==> src/rtl/exc_collect.sv <==
// Exception collector and MEM-stage exception register.
// Holds the MEM-stage copy of each instruction's exception flags, checks
// data-address alignment, samples pending interrupts, and presents the single
// highest-priority exception (code, PC, delay-slot bit, bad address) to cp0.
module exc_collect #(
    parameter logic [4:0] EXC_NONE = 5'h10,
    parameter logic [4:0] EXC_ERET = 5'h11
) (
    input  logic        cpu_clk_50M,
    input  logic        cpu_rst_n,
    input  logic        stall_i,
    input  logic        flush_i,
    input  logic        ex_valid_i,
    input  logic [31:0] ex_pc_i,
    input  logic        ex_is_branch_i,
    input  logic [5:0]  ex_exc_i,
    input  logic        ex_is_load_i,
    input  logic        ex_is_store_i,
    input  logic [1:0]  ex_size_i,
    input  logic [31:0] ex_maddr_i,
    input  logic [31:0] status_i,
    input  logic [31:0] cause_i,
    output logic [4:0]  exccode_o,
    output logic [31:0] pc_o,
    output logic        in_delay_o,
    output logic [31:0] badvaddr_o,
    output logic        mem_kill_o
);

    localparam logic [4:0] EXC_INT  = 5'h00;
    localparam logic [4:0] EXC_ADEL = 5'h04;
    localparam logic [4:0] EXC_ADES = 5'h05;
    localparam logic [4:0] EXC_SYS  = 5'h08;
    localparam logic [4:0] EXC_BP   = 5'h09;
    localparam logic [4:0] EXC_RI   = 5'h0a;
    localparam logic [4:0] EXC_OV   = 5'h0c;

    localparam logic [1:0] SIZE_HALF = 2'd1;
    localparam logic [1:0] SIZE_WORD = 2'd2;

    // MEM register fields
    logic        valid;
    logic [31:0] pc;
    logic        is_branch;
    logic [5:0]  exc;
    logic        is_load;
    logic        is_store;
    logic [1:0]  size;
    logic [31:0] maddr;
    logic        prev_br;
    logic        lockout;

    // Flag bit positions within exc: {fetch_adel, ri, sys, bp, ov, eret}
    logic fetch_adel, ri, sys, bp, ov, eret;
    assign fetch_adel = exc[5];
    assign ri         = exc[4];
    assign sys        = exc[3];
    assign bp         = exc[2];
    assign ov         = exc[1];
    assign eret       = exc[0];

    logic misaligned;
    logic data_adel;
    logic data_ades;
    logic int_p;

    assign misaligned = ((size == SIZE_HALF) && maddr[0]) ||
                        ((size == SIZE_WORD) && (maddr[1:0] != 2'b00));
    assign data_adel  = is_load  && misaligned;
    assign data_ades  = is_store && misaligned;
    assign int_p      = status_i[0] && !status_i[1] &&
                        (|(status_i[15:8] & cause_i[15:8]));

    // MEM register load: flush squashes, stall holds, otherwise take EX
    always_ff @(posedge cpu_clk_50M or negedge cpu_rst_n) begin
        if (!cpu_rst_n) begin
            valid     <= 1'b0;
            pc        <= '0;
            is_branch <= 1'b0;
            exc       <= '0;
            is_load   <= 1'b0;
            is_store  <= 1'b0;
            size      <= '0;
            maddr     <= '0;
            prev_br   <= 1'b0;
            lockout   <= 1'b0;
        end else begin
            lockout <= flush_i;
            if (flush_i) begin
                valid   <= 1'b0;
                prev_br <= 1'b0;
            end else if (!stall_i) begin
                // prev_br tracks the last valid instruction that left MEM,
                // so a bubble between branch and delay slot keeps the flag
                if (valid) begin
                    prev_br <= is_branch;
                end
                valid     <= ex_valid_i;
                pc        <= ex_pc_i;
                is_branch <= ex_is_branch_i;
                exc       <= ex_exc_i;
                is_load   <= ex_is_load_i;
                is_store  <= ex_is_store_i;
                size      <= ex_size_i;
                maddr     <= ex_maddr_i;
            end
        end
    end

    // Priority select of the single exception and its bad address
    always_comb begin
        exccode_o  = EXC_NONE;
        badvaddr_o = '0;
        if (valid && !lockout) begin
            if (int_p) begin
                exccode_o = EXC_INT;
            end else if (fetch_adel) begin
                exccode_o  = EXC_ADEL;
                badvaddr_o = pc;
            end else if (ri) begin
                exccode_o = EXC_RI;
            end else if (sys) begin
                exccode_o = EXC_SYS;
            end else if (bp) begin
                exccode_o = EXC_BP;
            end else if (ov) begin
                exccode_o = EXC_OV;
            end else if (data_adel) begin
                exccode_o  = EXC_ADEL;
                badvaddr_o = maddr;
            end else if (data_ades) begin
                exccode_o  = EXC_ADES;
                badvaddr_o = maddr;
            end else if (eret) begin
                exccode_o = EXC_ERET;
            end
        end
    end

    assign pc_o       = pc;
    assign in_delay_o = valid && prev_br;
    assign mem_kill_o = (exccode_o != EXC_NONE);

endmodule

==> config.mk <==
export PLATFORM = sky130hd
export DESIGN_NAME = exc_collect
export DESIGN_NICKNAME = d
export VERILOG_FILES = /design/src/rtl/exc_collect.sv
export SDC_FILE = /design/constraint.sdc
export NUM_CORES = 1
export LEC_CHECK = 0
export BUFFER_PORTS_ARGS = -buffer_cell sky130_fd_sc_hd__buf_2
export CAP_MARGIN = 0
export CORE_MARGIN = 8
export CORE_UTILIZATION = 40
export CTS_BUF_LIST = sky130_fd_sc_hd__clkbuf_4 sky130_fd_sc_hd__clkbuf_8
export DETAILED_ROUTE_END_ITERATION = 10
export GPL_ROUTABILITY_DRIVEN = 0
export GPL_TIMING_DRIVEN = 0
export PLACE_DENSITY = 0.85
export SETUP_SLACK_MARGIN = 0.05
export SLEW_MARGIN = 20
export SYNTH_ARGS = -nofsm -noshare
export SYNTH_HDL_FRONTEND = slang
export SYNTH_SLANG_ARGS = --single-unit
==> constraint.sdc <==
create_clock -name cpu_clk_50M -period 4.4 [get_ports cpu_clk_50M]
set_input_delay 0.88 -clock cpu_clk_50M [delete_from_list [all_inputs] [get_ports cpu_clk_50M]]
set_output_delay 0.88 -clock cpu_clk_50M [all_outputs]
set_load 0.01 [all_outputs]
Word level (Yosys, flattened, before mapping)
Index checks and enable logic that the tools add are counted.
Widths: inputs -> output; s select.
Operators by class
  eq/ne operators: 4
  multiplexer cells: 24
  bitwise operators: 3
  reduce and logical (&&, ||, !) cells: 16
Operators by type and width (count)
  $mux 32: 9
  $mux 5: 9
  $and 8x8->8: 1
  $logic_and 1x1->1: 8
  $reduce_or 8->1: 1
  $mux 1: 6
  $ne 5x5->1 const B: 1
  $reduce_and 2->1: 2
  $reduce_bool 2->1: 2
  $eq 2x1->1 const B: 1
  $eq 2x2->1 const B: 1
  $logic_not 1->1: 2
  $ne 2x1->1 const B: 1
  $not 1->1: 2
  $logic_or 1x1->1: 1
Word-level totals
  bits in registers: 78
  output and inout port bits: 71

Depth between registers and ports, before layout
  depth after elaboration: 14
  gate-level depth with buffers: 7
  gate-level depth less buffers: 5

Worst setup path before layout
OpenSTA, ideal clock, no wires.
  kind: input -> output
  start: input port status_i[13]
  end: output port exccode_o[0]
  data arrival time: 1.992 ns
  path slack: 1.528 ns
  stages on the path: 5
  path buffers: 0
  path through: a22o_1 -> a221oi_2 -> a311o_2 -> nand3_1 -> a2111oi_4
Between the ends
  word-level cells in the longest chain between the ends: 5
Ends and longest elaborated chain
  start, declared: RTL line 21  | input logic [31:0] status_i,
  $and 8x8->8: RTL line 72  | (|(status_i[15:8] & cause_i[15:8]));
  $reduce_or 8->1: RTL line 72
  $logic_and 1x1->1: RTL line 71  | assign int_p = status_i[0] && !status_i[1] &&
  $mux 5: RTL line 115  | if (int_p) begin
  $mux 5: RTL line 114  | if (valid && !lockout) begin
  end, declared: RTL line 23  | output logic [4:0] exccode_o,
No other way between the ends.

Worst setup path in the final report
  start: input port status_i[13]
  end: output port badvaddr_o[25]
Between the ends
  word-level cells in the longest chain between the ends: 5
Ends and longest elaborated chain
  $and 8x8->8: RTL line 72
  $reduce_or 8->1: RTL line 72
  $logic_and 1x1->1: RTL line 71
  $mux 32: RTL line 115
  $mux 32: RTL line 114
  end, declared: RTL line 26  | output logic [31:0] badvaddr_o,
No other way between the ends.

==> impl_metrics.env <==
export IMPL_whs_ns=0.504
export IMPL_status="finished clean"
export IMPL_r2r_end="exc[5]$_DFFE_PN0P_"
export IMPL_end_kind="output pin"
export IMPL_drt_wl_total_um=10100
export IMPL_period_share_pct=73.6
export IMPL_drc=0
export IMPL_die_h_um=110
export IMPL_crit_required_ns=3.52
export IMPL_regToRegSetupSlack_ns=3.36
export IMPL_cts_made_buffers=9
export IMPL_port_buffers=168
export IMPL_ys_seq_area_share_pct=55.7
export IMPL_seq_power_share_pct=50.3
export IMPL_htreeDepth=3
export IMPL_grt_max_degree=41
export IMPL_powerDensity_nw_per_um2=377
export IMPL_yosys_warnings=0
export IMPL_post_layout_nonfiller_instances=570
export IMPL_cts_sinks=78
export IMPL_io_pins=215
export IMPL_layout_nets=601
export IMPL_rsz0062_at_grt="no"
export IMPL_max_freq_ghz=0.309
export IMPL_power_switching_mw=0.497
export IMPL_worstReg2RegStart="exc[5]$_DFFE_PN0P_"
export IMPL_fin_skew_ns=0.000194
export IMPL_grt_first_pass_wirelength_um=15900
export IMPL_synth_net_count=421
export IMPL_place_inst=554
export IMPL_peakVddDrop_uv=233
export IMPL_internal_power_mw=1.27
export IMPL_n_antenna_cell=0
export IMPL_avgViaCountPerCell=5.11
export IMPL_dieArea_um2=12000
export IMPL_yosysUniqueCellTypes=28
export IMPL_clkTransAtPathRegs_ns=0.09
export IMPL_drtPass1Iterations=4
export IMPL_placed_area_um2=4500
export IMPL_relSlewSlack_pct=64.8
export IMPL_r2r_cells=3
export IMPL_synth_seq_cells=78
export IMPL_grt_use_total_pct=16.9
export IMPL_setup_viol=0
export IMPL_avgSynthCellArea_um2=12.7
export IMPL_wl_per_cell_um=17.7
export IMPL_cap_violations=0
export IMPL_critPathKind="input pin to output pin"
export IMPL_pwr_share_clk_pct=29.9
export IMPL_antenna_found_initial=0
export IMPL_vias=2915
export IMPL_leakage_nw=2.26
export IMPL_cts_setup_buffers=0
export IMPL_cts_hold_buf=0
export IMPL_area_delta_synth_final_pct=34.0
export IMPL_cp_max_fo=10
export IMPL_critical_path_arrival_ns=2.36
export IMPL_p_sw_share_pct=28.1
export IMPL_combPwrFrac_pct=19.9
export IMPL_min_path_type="input pin to asynchronous set/reset pin"
export IMPL_syn_inst=277
export IMPL_start_util_pct=40.8
export IMPL_clkLatencyLatePin_ns=0.33
export IMPL_drt_initial_drc_count=149
export IMPL_dp_hpwl_um=7770
export IMPL_worst_pin_slew_ns=0.528
export IMPL_grt_pass1_vias=3166
export IMPL_startpoint_type="input pin"
export IMPL_cts_root_buffer="clkbuf_8"
export IMPL_ctsResizeCount=0
export IMPL_p_total_mw=1.77
export IMPL_setup_tns_ns=0
export IMPL_clockBufferDepth=2
export IMPL_drive_gt1_share_pct=59.5
export IMPL_ant_nets=0
export IMPL_netlist_area_um2=3510
export IMPL_fin_area_um2=4700
export IMPL_overflow=0
export IMPL_period_needed_ns=3.24
export IMPL_core_area_um2=8590
export IMPL_drv_slew=0
export IMPL_hold_viol=0
export IMPL_core_rowCount=34
export IMPL_cts_tree="done"
export IMPL_die_w_um=110
==> power groups by stage <==
stage	logic (mW)	registers, mW	clock network (mW)
final	0.351	0.889	0.528
after global routing	0.385	0.906	0.582
after CTS	0.359	0.890	0.548
after detailed placement	0.358	0.904	0
after global placement	0.342	0.896	0
after floorplan	0.183	0.909	0
==> worst max path at each step <==
| stage | startpoint | end | slack [ns] |
|---|---|---|---|
| global route | status_i[13] | badvaddr_o[25] | 1.05 |
| CTS | status_i[13] | badvaddr_o[25] | 1.12 |
| finish | status_i[13] | badvaddr_o[25] | 1.16 |
| global placement | status_i[13] | badvaddr_o[23] | 1.18 |
| floorplan | status_i[13] | exccode_o[0] | 1.53 |
| detailed placement | status_i[13] | badvaddr_o[25] | 1.12 |
==> per-stage QoR <==
| stage | util, % | setup slack (ns) |
|---|---|---|
| finish | 54.7 | 1.16 |
| global route | 54.7 | 1.05 |
| global placement | 52.2 | 1.18 |
| detailed placement | 52.4 | 1.12 |
| CTS | 54.7 | 1.12 |
| floorplan | - | 1.53 |
==> flip-flops by register name, summed over array words and instances (netlist names) <==
name       count
prev_br        1
is_load        1
is_store       1
maddr         32
lockout        1
exc            6
valid          1
size           2
is_branch      1
pc_o          32
==> routing by layer <==
layer  vias up  global-route usage, %  wire (um)
met5         -                      0          0
met4         0                   4.92        105
met3        11                   5.80       1060
met2       115                   29.3       5050
met1      1425                   19.4       3870
li1       1364                      -          -
==> cell usage after synthesis (all sizes together) <==
cell / number / share of area (%)
a2111o: 1 / 0.32
a2111oi: 1 / 0.79
a211o: 1 / 0.25
a21boi: 1 / 0.21
a21oi: 2 / 0.29
a221oi: 1 / 0.43
a22o: 1 / 0.25
a22oi: 34 / 7.3
a311o: 1 / 0.32
and2: 2 / 0.36
and3: 1 / 0.18
buf: 14 / 2.2
clkbuf: 4 / 0.43
dfrtp: 78 / 56
inv: 5 / 0.54
mux2: 71 / 23
mux2i: 2 / 0.57
nand2: 6 / 0.64
nand2b: 2 / 0.36
nand3: 1 / 0.14
nor2: 38 / 4.1
nor2b: 2 / 0.36
nor4: 1 / 0.18
o211a: 1 / 0.29
o21ai: 5 / 0.71
o22ai: 1 / 0.36
==> logic make-up (layout without fill, tap and decap cells) <==
family,Yosys count,count (layout),share of synthesized area (%)
and+or+nand+nor,53,53,6.28
DFF,78,78,55.7
buffers and inverters,23,208,3.18
AOI/OAI and AO/OA,50,50,11.5
muxes,73,73,23.4
==> final cells by class <==
type	count	area (um^2)
Sequential cell	78	1950
Multi-Input combinational cell	176	1440
Clock inverter	6	62.6
Inverter	5	18.8
Buffer	18	92.6
Timing Repair Buffer	169	863
Clock buffer	10	131
Tap cell	108	135
Fill cell	764	3890
==> cell usage in the layout, fill, tap and decap left out, drive strengths merged, types with 3 or more instances in the layout <==
cell type	n
a22oi	34
buf	183
clkbuf	14
clkinvlp	3
dfrtp	78
inv	5
mux2	71
nand2	6
nor2	38
o21ai	5
==> critical path: stages <==
cell and delay, ns:
buf_2 0.09, a22o_1 0.23, a221oi_2 0.17, a311o_2 0.22
nand2_1 0.19, buf_2 0.27, nor2_1 0.15, buf_2 0.15
Note: power is estimated with default switching activity, not from simulation.
